==> config.mk <==
export PLATFORM = sky130hd
export DESIGN_NAME = fetch_unit
export DESIGN_NICKNAME = d
export VERILOG_FILES = /design/src/rtl/mips_pkg.sv /design/src/rtl/fetch_fifo.sv /design/src/rtl/fetch_unit.sv
export SDC_FILE = /design/constraint.sdc
export NUM_CORES = 1
export LEC_CHECK = 0
export CORE_MARGIN = 2
export CORE_UTILIZATION = 50
export CTS_CLUSTER_DIAMETER = 50
export DETAILED_ROUTE_END_ITERATION = 8
export PLACE_DENSITY = 0.8
export SYNTH_ARGS = -nofsm -noshare
export SYNTH_HDL_FRONTEND = slang
export SYNTH_SLANG_ARGS = --single-unit
==> constraint.sdc <==
create_clock -name clk -period 8.7 [get_ports clk]
set_input_delay 2.61 -clock clk [delete_from_list [all_inputs] [get_ports clk]]
set_output_delay 2.61 -clock clk [all_outputs]
set_load 0.005 [all_outputs]
==> src/rtl/mips_pkg.sv <==
// Shared types and constants for the fetch stage of the MIPS datapath.
package mips_pkg;

  localparam int          WORD_W       = 32;
  localparam logic [31:0] PC_STEP      = 32'd4;
  localparam logic [31:0] RESET_VECTOR = 32'h00000000;

  // One prefetch buffer slot: the fetch address and the word read there.
  typedef struct packed {
    logic [31:0] pc;
    logic [31:0] instr;
  } fetch_entry_t;

  // Instruction addresses are word aligned; low two bits are dropped.
  function automatic logic [31:0] align_pc(input logic [31:0] addr);
    return {addr[31:2], 2'b00};
  endfunction

endpackage

==> src/rtl/fetch_fifo.sv <==
// Circular prefetch buffer of {pc, instr} entries with a synchronous flush.
module fetch_fifo
  import mips_pkg::*;
#(
  parameter int DEPTH = 2
) (
  input  logic                   clk,
  input  logic                   rst_n,
  input  logic                   push,
  input  logic                   pop,
  input  logic                   flush,
  input  fetch_entry_t           wdata,
  output fetch_entry_t           rdata,
  output logic [$clog2(DEPTH):0] count
);

  localparam int PTR_W = $clog2(DEPTH);
  localparam int CNT_W = PTR_W + 1;

  fetch_entry_t     mem_q [DEPTH];
  logic [PTR_W-1:0] rd_ptr_q, rd_ptr_d;
  logic [PTR_W-1:0] wr_ptr_q, wr_ptr_d;
  logic [CNT_W-1:0] count_q, count_d;

  // Storage is cleared on reset so an empty buffer never exposes stale data.
  always_ff @(posedge clk or negedge rst_n) begin
    if (!rst_n) begin
      for (int i = 0; i < DEPTH; i++) mem_q[i] <= '0;
    end else if (push && !flush) begin
      mem_q[wr_ptr_q] <= wdata;
    end
  end

  // Next pointers and occupancy; a flush discards everything, including a same-cycle pop.
  always_comb begin
    rd_ptr_d = rd_ptr_q;
    wr_ptr_d = wr_ptr_q;
    count_d  = count_q;
    if (flush) begin
      rd_ptr_d = '0;
      wr_ptr_d = '0;
      count_d  = '0;
    end else begin
      if (push) wr_ptr_d = wr_ptr_q + 1'b1;
      if (pop)  rd_ptr_d = rd_ptr_q + 1'b1;
      case ({push, pop})
        2'b10:   count_d = count_q + 1'b1;
        2'b01:   count_d = count_q - 1'b1;
        default: count_d = count_q;
      endcase
    end
  end

  // Pointer and occupancy registers.
  always_ff @(posedge clk or negedge rst_n) begin
    if (!rst_n) begin
      rd_ptr_q <= '0;
      wr_ptr_q <= '0;
      count_q  <= '0;
    end else begin
      rd_ptr_q <= rd_ptr_d;
      wr_ptr_q <= wr_ptr_d;
      count_q  <= count_d;
    end
  end

  assign rdata = (count_q != '0) ? mem_q[rd_ptr_q] : '0;
  assign count = count_q;

endmodule

==> src/rtl/fetch_unit.sv <==
// Instruction fetch: owns the PC, fills the prefetch buffer from instr_mem, handles redirects.
module fetch_unit
  import mips_pkg::*;
#(
  parameter logic [31:0] RESET_PC = RESET_VECTOR,
  parameter int          DEPTH    = 2
) (
  input  logic              clk,
  input  logic              rst_n,
  output logic [WORD_W-1:0] imem_addr,
  input  logic [WORD_W-1:0] imem_rdata,
  input  logic              redirect_valid,
  input  logic [WORD_W-1:0] redirect_pc,
  output logic              out_valid,
  input  logic              out_ready,
  output logic [WORD_W-1:0] out_instr,
  output logic [WORD_W-1:0] out_pc,
  output logic [WORD_W-1:0] out_pc_plus4,
  output logic              misalign_err
);

  localparam int               CNT_W     = $clog2(DEPTH) + 1;
  localparam logic [CNT_W-1:0] DEPTH_CNT = CNT_W'(DEPTH);

  logic [31:0]      fetch_pc_q, fetch_pc_d;
  logic             misalign_q, misalign_d;
  logic [CNT_W-1:0] count;
  logic             push, pop;
  fetch_entry_t     wr_entry, head;

  // Redirect wins over fetching; a full buffer only accepts a word when the head leaves.
  assign pop      = out_valid & out_ready;
  assign push     = !redirect_valid & ((count < DEPTH_CNT) | pop);
  assign wr_entry = '{pc: fetch_pc_q, instr: imem_rdata};

  fetch_fifo #(.DEPTH(DEPTH)) u_fifo (
    .clk   (clk),
    .rst_n (rst_n),
    .push  (push),
    .pop   (pop),
    .flush (redirect_valid),
    .wdata (wr_entry),
    .rdata (head),
    .count (count)
  );

  // Next fetch address and sticky misaligned-target flag.
  always_comb begin
    fetch_pc_d = fetch_pc_q;
    misalign_d = misalign_q;
    if (redirect_valid) begin
      fetch_pc_d = align_pc(redirect_pc);
      misalign_d = misalign_q | (redirect_pc[1:0] != 2'b00);
    end else if (push) begin
      fetch_pc_d = fetch_pc_q + PC_STEP;
    end
  end

  // PC and error flag registers.
  always_ff @(posedge clk or negedge rst_n) begin
    if (!rst_n) begin
      fetch_pc_q <= RESET_PC;
      misalign_q <= 1'b0;
    end else begin
      fetch_pc_q <= fetch_pc_d;
      misalign_q <= misalign_d;
    end
  end

  assign imem_addr    = fetch_pc_q;
  assign out_valid    = (count != '0);
  assign out_instr    = head.instr;
  assign out_pc       = head.pc;
  assign out_pc_plus4 = out_valid ? (head.pc + PC_STEP) : '0;
  assign misalign_err = misalign_q;

endmodule
; ---- Yosys cells after proc, flatten, opt, wreduce, memory -nomap -nowiden
; Index checks and enable logic that the tools add are counted.
[classes]
n_reduce_logical = 8
n_lt_le_gt_ge = 4
eq_ne = 2
add_sub_neg = 6
n_bitwise = 6
mux = 16
[ops]
columns = cell, n
row1 = 2-to-1 mux 64 bit, 5
row2 = bitwise mux 128 bit, 1
row3 = 2-to-1 mux 32 bit, 3
row4 = "adder 32 x 3 -> 32 bit, second input constant", 2
row5 = demux 64 bit (select 1 bit), 1
row6 = nonzero test 2 bit, 4
row7 = "greater-or-equal comparator 2 bit, second input constant", 2
row8 = 2-to-1 mux 1 bit, 4
row9 = NOT 1 -> 2 bit, 2
row10 = case mux 2 bit (2 select lines), 1
row11 = nonzero test 3 bit, 1
row12 = "adder 1 bit, second input constant", 2
row13 = "adder 2 x 1 -> 2 bit, second input constant", 1
row14 = bitwise AND 1 bit, 2
row15 = "equality test 2 x 1 -> 1 bit, second input constant", 1
row16 = "equality test 2 bit, second input constant", 1
row17 = logical AND 1 bit, 2
row18 = "less-than comparator 2 x 1 -> 1 bit, second input constant", 1
row19 = "less-than comparator 2 bit, second input constant", 1
row20 = 2-to-1 mux 2 bit, 1
row21 = bitwise OR 1 bit, 2
row22 = "subtractor 2 x 1 -> 2 bit, second input constant", 1
row23 = zero test 1 bit, 1
[word_totals]
word_cells = 51
ff_bits = 165

; ---- Depth between registers and ports, before layout
[logic_depth]
word_depth = 7
depth_mapped = 12
mapped_depth_nobuf = 8

; ---- Modules after synthesis
; A second synthesis with hierarchy kept.
[unflattened]
cells_unflattened = 742
area_unflattened_um2 = 8667.1
[modules_own_cells]
columns = mod, area_each_um2, cells_per_inst, instances
row1 = fetch_fifo, 6223.5, 431, 1
row2 = fetch_unit, 2443.6, 311, 1

; ---- Least setup slack after synthesis
; Ideal clock, no wire load.
[synth_path]
path_kind = register to output
startpoint = register u_fifo.count_q[1] (netlist: u_fifo.count[1])
endpoint = output out_pc_plus4[28]
arrival_time_ns = 2.619
setup_slack_ns = 3.471
path_buffers = 3
path_stages_with_launch = 12
cell_sequence = dfrtp_1 nor2_2 clkbuf_1 clkbuf_1 buf_2 nor2_1 ha_1 o21ai_1 a211oi_4 o2111ai_4 nor4_2 mux2i_1
[synth_between]
elab_chain_len = 4
[synth_lines]
columns = element, line_no
row1 = "start, declared", fetch_fifo.sv:23  ; logic [CNT_W-1:0] count_q, count_d;
row2 = "start signal, assigned", fetch_fifo.sv:63  ; count_q <= count_d;
row3 = nonzero test 2 bit, fetch_fifo.sv:67  ; assign rdata = (count_q != '0) ? mem_q[rd_ptr_q] : '0;
row4 = 2-to-1 mux 64 bit, fetch_fifo.sv:67
row5 = net out_pc[2], fetch_unit.sv:17  ; output logic [WORD_W-1:0] out_pc,
row6 = adder 32 x 3 -> 32 bit, fetch_unit.sv:74  ; assign out_pc_plus4 = out_valid ? (head.pc + PC_STEP) : '0;
row7 = 2-to-1 mux 32 bit, fetch_unit.sv:74
row8 = "end, declared", fetch_unit.sv:18  ; output logic [WORD_W-1:0] out_pc_plus4,
; The timed path passes the listed nets, and every way through them passes these cells.

; ---- Worst setup path in the final report
[layout_path]
startpoint = register u_fifo.rd_ptr_q
endpoint = output out_pc_plus4[28]
[layout_between]
elab_chain_len = 7
[layout_lines]
columns = element, line_no
row1 = "start, declared", fetch_fifo.sv:21  ; logic [PTR_W-1:0] rd_ptr_q, rd_ptr_d;
row2 = "start signal, assigned", fetch_fifo.sv:61  ; rd_ptr_q <= rd_ptr_d;
row3 = NOT 1 -> 2 bit (not written as such), fetch_fifo.sv:67
row4 = 2-to-1 mux 64 bit (not written as such) (3 in a row), fetch_fifo.sv:67
row5 = 2-to-1 mux 64 bit, fetch_fifo.sv:67
row6 = adder 32 x 3 -> 32 bit, fetch_unit.sv:74
row7 = 2-to-1 mux 32 bit, fetch_unit.sv:74
; Every way passes these cells. The select of a mux whose other input is x is not followed.

==> metrics.md <==
| Metric | Value |
|---|---|
| Cts hold-fix bufs | `0` |
| Fin. max-slew vios | `0` |
| Total grt overflow | `0` |
| Maximum vdd drop | `0.173 mV` |
| R2R cell count | `6` |
| Avg Cell Area, Syn | `11.3 sq um` |
| DRC violation count after routing | `0` |
| Worst r2r src | `imem_addr[2]` |
| Post-synthesis cell count | `roughly 740` |
| Rows | `47` |
| Buffers & Inverters on Critical Path | `1` |
| Core ar. | `16500 sq um` |
| Ys Warns | `0` |
| Number of global-route vias before repair | `6186` |
| Root buffer cell | `clkbuf_16` |
| Synth top area share | `0.474` |
| Layout cell share with drive strength beyond 1 | `0.214` |
| First drt pass iteration count | `5` |
| Clock skew | `0.0103 ns` |
| Hold Path Origin | `misalign_err` |
| Most common cell on crit path | `mux2i_1` |
| Die height | `about 130 microns` |
| Utilization after layout | `0.667` |
| EDFF count, synth | `0` |
| DRC marker count from the first detailed-route iteration | `about 430` |
| Max cap viols | `0` |
| Clock Latency Late Sink | `between 0.4 and 0.5 ns` |
| Die area | `approximately 18000 sq um` |
| Initial Utilization | `0.510` |
| Hold_ws | `about 0.47 ns` |
| Detail Route Antenna Nets | `0` |
| Ant diodes | `0` |
| Initial antenna violation count | `0` |
| Final worst-path cycle share | `0.742` |
| I/O pin count | `between 150 and 200` |
| Final Hold Fails | `0` |
| Setup WS post-layout | `2.25 ns` |
| Max frequency | `about 0.15 GHz` |
| CTS tree | `built` |
| Die W | `134 microns` |
| Total GRT Usage | `0.240` |
| Vias | `6303` |
| Critical path peak fanout | `52` |
| Crit path capture type | `output pin` |
| Critical path class | `flop to output pin` |
| Area leader, netlist | `dfrtp_1` |
| Min-Delay Path Class | `flop to flop` |
| H-tree levels | `4` |
| CTS resizes | `0` |
| Top Family by Delay on Critical Path | `flip-flops` |
| Sink Count | `between 150 and 200` |
| DR WL/cell | `18.2 microns` |
| Crit path cell chain | `mux2i_1 -> nor2_1 -> ha_1 -> o21ai_1 -> a211oi_4 -> o2111ai_4 -> nor4_2 -> mux2i_1 -> clkdlybuf4s50_1` |
| Worst Tran Pin Value | `0.920 ns` |
| # setup viols final | `0` |
| Primary FF master, synth | `dfrtp_1` |
| Clock transition at path regs | `roughly 0.060 ns` |
| Syn Std Cell Area | `8390 sq um` |
| RSZ-0062 raised after global routing | `no` |
| CTS buffer count | `17` |
| Hold depth | `1` |
| Post-synthesis cell type count | `50` |
| Vias/cell | `5.47` |
| Slew headroom | `0.387` |
| Worst setup SP type | `flop` |
| Clk buf depth | `2` |
| Slowest cell on crit path | `dfrtp_4` |
| Min Tclk post-route | `6.45 ns` |
| Worst EP arrival | `3.84 ns` |
| Area grow syn2layout | `30.8%` |
| Nets@finish | `990` |
| Seq cells post-synth | `159` |
| Crit. path cell count | `9` |
| Largest net degree at the start of global routing | `87` |
| First-pass GRT wire length | `approximately 33000 microns` |
| Outcome | `finished, final reports clean` |
| Setup TNS | `0 ns` |
| HPWL after DPL | `between 10000 and 15000 microns` |
| Routed WL | `21000 microns` |
| Pwr Density | `about 220 nW/um^2` |
| Seq/Total Area, Yosys | `0.474` |
| Post-CTS Setup Inserts | `0` |
| GP Congestion | `0.853` |
| Leakage power | `~0.0043 uW` |
| Top cells by area, synth | `dfrtp_1 47%, mux2_2 17%, mux2i_1 7.3%` |
| CP peak stage delay | `0.90 ns` |
| Worst endpoint required time | `6.09 ns` |
| Setup WS pre-CTS | `2.68 ns` |
| Worst setup path start | `u_fifo.rd_ptr_q` |
| Fraction of registers with async set/reset | `1.00` |
| Port Buffers | `191` |
## layout by cell type, fill, tap and decap left out, types with 4 or more instances in the layout
cell type	count
buf_4	9
a21oi_1	6
inv_1	8
nor4_2	10
and3_1	4
and2_1	4
mux2i_1	61
nor2_1	71
nand3b_1	7
o21ai_0	21
xor2_1	35
clkbuf_16	17
mux2_2	127
o21ai_1	12
nand4_1	17
nor3_1	14
nand3_1	27
clkdlybuf4s50_1	189
xnor2_1	22
nand2_1	54
conb_1	6
dfrtp_1	158
clkinv_2	6
## logic make-up (layout without fill, tap and decap cells)
group / after synthesis / after routing / synth area share
compound gates: 48 / 48 / 0.0382
xor+xnor: 57 / 57 / 0.0595
fa+ha+maj: 2 / 2 / 0.00298
buf+inv: 57 / 241 / 0.0343
flops: 159 / 159 / 0.474
mux: 189 / 189 / 0.245
other cells: 1 / 6 / 0.000447
simple gates: 231 / 231 / 0.146
## cells in the mapped netlist (2+ instances only)
| master | n |
|---|---|
| nand2_1 | 54 |
| inv_1 | 8 |
| nand4b_1 | 2 |
| dfrtp_1 | 159 |
| xnor2_1 | 22 |
| ha_1 | 2 |
| and2_1 | 4 |
| o21ai_1 | 12 |
| nand2b_1 | 3 |
| nand3_1 | 27 |
| and3_1 | 4 |
| clkbuf_1 | 19 |
| o21ai_0 | 21 |
| nor3_1 | 14 |
| nor2_1 | 71 |
| nand4_1 | 17 |
| nor2_2 | 2 |
| nor3b_1 | 2 |
| mux2i_1 | 61 |
| buf_4 | 7 |
| nand3_2 | 2 |
| nand3b_1 | 7 |
| xor2_1 | 35 |
| or4_4 | 2 |
| mux2_2 | 127 |
| nor3_2 | 4 |
| a211oi_4 | 2 |
| buf_6 | 3 |
| a21oi_1 | 6 |
| buf_2 | 17 |
| nor4_2 | 9 |
## per-layer routing
layer	vias to the layer above	wire length, microns	share of wire	track usage
met3	28	884	0.042	0.0415
met1	3164	9340	0.45	0.330
met5	-	0	0	0
met2	175	10300	0.49	0.383
li1	2936	-	-	-
met4	0	467	0.022	0.0922
## per-stage QoR
step	std cells	total power, uW	cell area, sq um
6_report	1153	2420	11000
5_1_grt	1153	2540	11000
4_1_cts	1153	2430	11000
3_5_place_dp	1121	1750	10400
3_3_place_gp	1121	1720	10400
2_1_floorplan	749	1400	8410
## where the power goes
part           switching (uW)  internal, uW
clock network             289           398
registers                 140           904
logic                     280           408
total                     709          1710
## sequential cells by signal, indices dropped and copies added, names as in the netlist
signal / cells
u_fifo.wr_ptr_q: 1
u_fifo.mem_q: 124
imem_addr: 30
misalign_err: 1
u_fifo.count: 2
u_fifo.rd_ptr_q: 1
## path summary, 6_finish.rpt
| path | to | slack, ns |
|---|---|---|
| setup / recovery | out_pc_plus4[28] | 2.25 |
| hold / removal | misalign_err | 0.47 |
| max in group asynchronous | u_fifo.mem_q[125] | 5.06 |
| hold reg to reg | misalign_err | 0.47 |
| min in group asynchronous | imem_addr[16] | 2.22 |
| setup reg to reg | imem_addr[30] | 6.49 |
## final cells by class
cell class              instances  area [sq um]
multi-input cells             533          4170
well taps                     220           275
flip-flops and latches        159          3980
clock inverters                11          92.6
clock buffers                  21           450
fillers                      1281          5490
inverters                       9          33.8
repair buffers                200          1980
No activity file was read; power rests on OpenSTA's default activity.
==> RTL edit 1 (same settings) <==
Register the output `misalign_err` once more, with the module's reset; this adds one clock of latency there. The other outputs are not delayed to match.
--- a/src/rtl/fetch_unit.sv
+++ b/src/rtl/fetch_unit.sv
@@ -72,6 +72,12 @@
   assign out_instr    = head.instr;
   assign out_pc       = head.pc;
   assign out_pc_plus4 = out_valid ? (head.pc + PC_STEP) : '0;
-  assign misalign_err = misalign_q;
+  always_ff @(posedge clk or negedge rst_n) begin
+    if (!rst_n) begin
+      misalign_err <= '0;
+    end else begin
+      misalign_err <= misalign_q;
+    end
+  end
 
 endmodule
Function: changed (a bounded check fails within 4 cycles, from zero or initial values and one cycle with rst_n low).
==> RTL edit 1 against the original RTL <==
Hold slack lost 0.090 ns; fmax shrank 4.7%; sequential power is essentially flat; setup slack lost 0.32 ns; count of clock-buffer cells in the layout shrank 2; synthesized area shrank 0.19%; core utilization shrank 0.22 points; die area shrank 0.19%; wire length shrank 3.5%; total power grew 1.9%; final area shrank 0.33%; non-clock buffer count shrank 3; sequential cell count grew 1; critical path type unchanged; largest power group unchanged.
==> RTL edit 1: results <==
run_status:
  status: "finished clean"
placement:
  post_dp_cell_area_um2: 10300
  dpl.hpwl_um: 14000
  placedCellCount: 1106
  portBuffers: 191
  gp_congestion: 0.847
  post-place-ws_ns: 2.42
synth:
  yosys-top-cells-count: "dfrtp_1, mux2_2, mux2i_1"
  postSynthCellCount: 735
  synth_area_leaders: "dfrtp_1, mux2_2, mux2i_1"
  ys_types: 41
  yosysSeqAreaShare: 0.478
route:
  drt_iter0_drc: 366
  drc: 0
  dr.pass1.iters: 5
  viasPerCell: 5.47
  wire_per_inst_um: 17.8
  totalWireLength_um: 20200
timing:
  fin_hold_ws_ns: 0.385
  skew_ns: 0.00664
  slew_headroom: 0.234
global_route:
  grt_usage: 0.234
  grt_max_degree: 103
  grt_pass1_vias: 6202
  grt_pass1_wl_um: 32700
  grt_antenna_before_repair: 0
critical_path:
  reg2reg_setup_slack_ns: 6.16
  critPathMaxFanout: 46
  cp_slowest_stage_delay_ns: 0.84
  timing.rr.end: "u_fifo.mem_q[57]"
  cp_top_family: "simple AND/OR/NAND/NOR gates"
  reg2regPathDepth: 4
  r2r-start: "u_fifo.count[1]"
  critPathArrivalTime_ns: 4.16
  cp_slowest_cell: "dfrtp_4"
cts:
  clk_latency_ns: 0.42
pwr:
  p_int_uw: 1750
  swShare: 0.292
  power_leakage_uw: 0.00437
  comb-power_uw: 680
  p_clk_frac: 0.301
  ir_drop_mv: 0.141
cells_and_area:
  num-fill-cells: 1280
  finalNetCount: 975
  layout-drive-gt1-share: 0.214
  post-route-util: 0.664
worst_hold_path:
  min_path_cells: 0
  hold_start: "misalign_q"
  min_to: "misalign_err"
  worst_hold_path_type: "flip-flop to flip-flop"
-- RTL edit 1: changes by cell type in the layout (fill, tap and decap cells not counted), moves of 4 or more --
| cell | unedited run | this run |
|---|---|---|
| nor2_2 | 1 | 5 |
| xor2_1 | 35 | 45 |
| and3_1 | 4 | 9 |
| o21ai_0 | 21 | 25 |
| clkinv_2 | 6 | 2 |
| xnor2_1 | 22 | 11 |
| a21oi_1 | 6 | 2 |
| and4_1 | 0 | 4 |
| nor2_1 | 71 | 62 |
| a211oi_2 | 1 | 5 |
-- RTL edit 1: cell families after synthesis --
kind of cell	after synthesis	share of synthesized area
flops	160	0.478
xor+xnor	56	0.0586
other cells	1	0.000448
compound gates	43	0.0309
simple gates	224	0.145
fa+ha+maj	2	0.00299
buf+inv	59	0.0378
mux	190	0.246
-- RTL edit 1: final cells by class --
class                           count  share of cell area
Clock buffer                       19              0.0405
Timing Repair Buffer              197               0.179
Clock inverter                     13              0.0138
Sequential cell                   160               0.366
Inverter                            8             0.00274
Multi-Input combinational cell    521               0.373
Tap cell                          220              0.0252
-- RTL edit 1: how the worst max path moves through the flow --
| stage | start | endpoint | depth (start not counted) |
|---|---|---|---|
| 5_1_grt | u_fifo.rd_ptr_q | out_pc_plus4[31] | 7 |
| 6_report | u_fifo.rd_ptr_q | out_pc_plus4[31] | 7 |
| 2_1_floorplan | u_fifo.count[0] | out_pc_plus4[28] | 11 |
| 3_3_place_gp | u_fifo.rd_ptr_q | out_pc_plus4[31] | 7 |
| 4_1_cts | u_fifo.rd_ptr_q | out_pc_plus4[31] | 7 |
| 3_5_place_dp | u_fifo.rd_ptr_q | out_pc_plus4[31] | 7 |
-- RTL edit 1: per-layer routing --
metal  wire (µm)  GRT usage
met2        9740      0.380
met3        1300     0.0594
met5           0          0
met1        8730      0.304
met4         468     0.0892
==> RTL edit 2 (same flow settings) <==
Made on the original files. `DEPTH` is set to 2 in 2 places; all go to 8.
--- a/src/rtl/fetch_fifo.sv
+++ b/src/rtl/fetch_fifo.sv
@@ -2,7 +2,7 @@
 module fetch_fifo
   import mips_pkg::*;
 #(
-  parameter int DEPTH = 2
+  parameter int DEPTH = 8
 ) (
   input  logic                   clk,
   input  logic                   rst_n,
--- a/src/rtl/fetch_unit.sv
+++ b/src/rtl/fetch_unit.sv
@@ -3,7 +3,7 @@
   import mips_pkg::*;
 #(
   parameter logic [31:0] RESET_PC = RESET_VECTOR,
-  parameter int          DEPTH    = 2
+  parameter int          DEPTH    = 8
 ) (
   input  logic              clk,
   input  logic              rst_n,
Check against the original RTL: not equivalent (Yosys sat finds a counterexample within 4 cycles, from zero or initial values and one cycle with rst_n low).
==> RTL edit 2 against the original RTL <==
Sequential cell count grew 378; via count grew 150%; critical path depth unchanged; combinational power grew to 5.4 times the old value; synthesized area grew to 3.0 times the old value; setup slack worse by 1.3 ns; total power grew to 4.2 times the old value; wire length rose to 2.9 times the old value; highest routed layer is now met5; final area rose to 2.7 times the old value; register-to-register slack worse by 1.2 ns.
==> RTL edit 2: results <==
placement:
  dpl.hpwl_um: 36000
  portBuffers: 191
  post-place-ws_ns: 1.64
  gp_congestion: 0.801
run_status:
  status: "finished clean"
route:
  viasPerCell: 5.89
  drt_iter0_drc: 1152
  wire_per_inst_um: 22.6
critical_path:
  cp_slowest_stage_delay_ns: 1.09
  cp_top_family: "buffers and inverters"
  timing.rr.end: "u_fifo.rd_ptr_q[2]"
  reg2reg_setup_slack_ns: 5.28
  worstSetupStartpoint: "u_fifo.rd_ptr_q[1]"
  reg2regPathDepth: 6
  critical_path.endpoint: "out_pc_plus4[31]"
  critPathMaxFanout: 59
synth:
  yosysMostFrequentCell: "dfrtp_1"
  yosys-top-cells-count: "dfrtp_1, mux2_2, nand2_1"
  synth_area_leaders: "dfrtp_1, mux2_2, mux4_2"
  yosysSeqAreaShare: 0.533
  ys_types: 48
cts:
  cts_made_buffers: 56
  clk_latency_ns: 0.61
  clockBufferDepth: 3
  clk_pin_slew_ns: 0.06
  cts_max_level: 2
global_route:
  grt_antenna_before_repair: 5
  use_met2: 0.389
  grt_use_met1: 0.312
  grt_pass1_vias: 16711
  grt_max_degree: 198
  grt_pass1_wl_um: 95500
  met3_usage: 0.0453
  grt_usage: 0.233
timing:
  skew_ns: 0.0148
  fin_crit_ns: 7.79
  slew_headroom: 0.267
pwr:
  power_leakage_uw: 0.0127
  ir_drop_mv: 0.247
  swShare: 0.304
worst_hold_path:
  worst_hold_path_type: "flip-flop to flip-flop"
cells_and_area:
  largest_reg_flops: 496
  finalNetCount: 2027
  layout-drive-gt1-share: 0.362
  top_register: "u_fifo.mem_q"
RTL edit 2: metrics by stage:
| step | instance area (µm²) | instances |
|---|---|---|
| 2_1_floorplan | 25200 | 1834 |
| 3_3_place_gp | 27500 | 2567 |
| 3_5_place_dp | 27500 | 2567 |
| 4_1_cts | 29500 | 2671 |
| 5_1_grt | 29500 | 2672 |
| 6_report | 29500 | 2672 |
RTL edit 2: power groups by stage:
stage | clock network, µW | logic (µW) | registers, µW
2_1_floorplan | 0 | 2440 | 3760
3_5_place_dp | 0 | 3690 | 4060
5_1_grt | 2660 | 3960 | 4150
3_3_place_gp | 0 | 3590 | 3970
6_report | 2510 | 3690 | 4040
4_1_cts | 2550 | 3720 | 4030
RTL edit 2: final cells by class:
type / instances / area, µm²
Antenna cell: 1 / 2.50
Timing Repair Buffer: 217 / 2140
Multi-Input combinational cell: 1129 / 11100
Clock buffer: 78 / 1560
Tap cell: 672 / 841
Fill cell: 3842 / 20500
Clock inverter: 26 / 382
Sequential cell: 537 / 13400
Inverter: 12 / 45.0
RTL edit 2: worst min-delay path by stage:
stage / slack, ns / start / to
final: 0.49 / misalign_err / misalign_err
after global routing: 0.51 / u_fifo.mem_q[70] / u_fifo.mem_q[70]
after CTS: 0.48 / u_fifo.mem_q[62] / u_fifo.mem_q[62]
after detailed placement: 0.47 / u_fifo.mem_q[62] / u_fifo.mem_q[62]
after global placement: 0.46 / u_fifo.mem_q[62] / u_fifo.mem_q[62]
after floorplan: 0.44 / u_fifo.mem_q[126] / u_fifo.mem_q[126]
RTL edit 2: cells by family after synthesis:
family / synth area share
AOI/OAI and AO/OA: 0.0262
xor gates and xnor gates: 0.0219
adders and majority gates: 0.00298
buffers and inverters: 0.0315
DFF: 0.533
muxes: 0.331
other: 0.000149
and+or+nand+nor: 0.0534
RTL edit 2: per-layer routing:
| layer | part of all wire | vias up | routed length [µm] |
|---|---|---|---|
| li1 | - | 6828 | - |
| met1 | 0.42 | 8319 | 25300 |
| met2 | 0.49 | 485 | 29800 |
| met3 | 0.065 | 90 | 3900 |
| met4 | 0.020 | 8 | 1240 |
| met5 | 0.00081 | - | 49 |
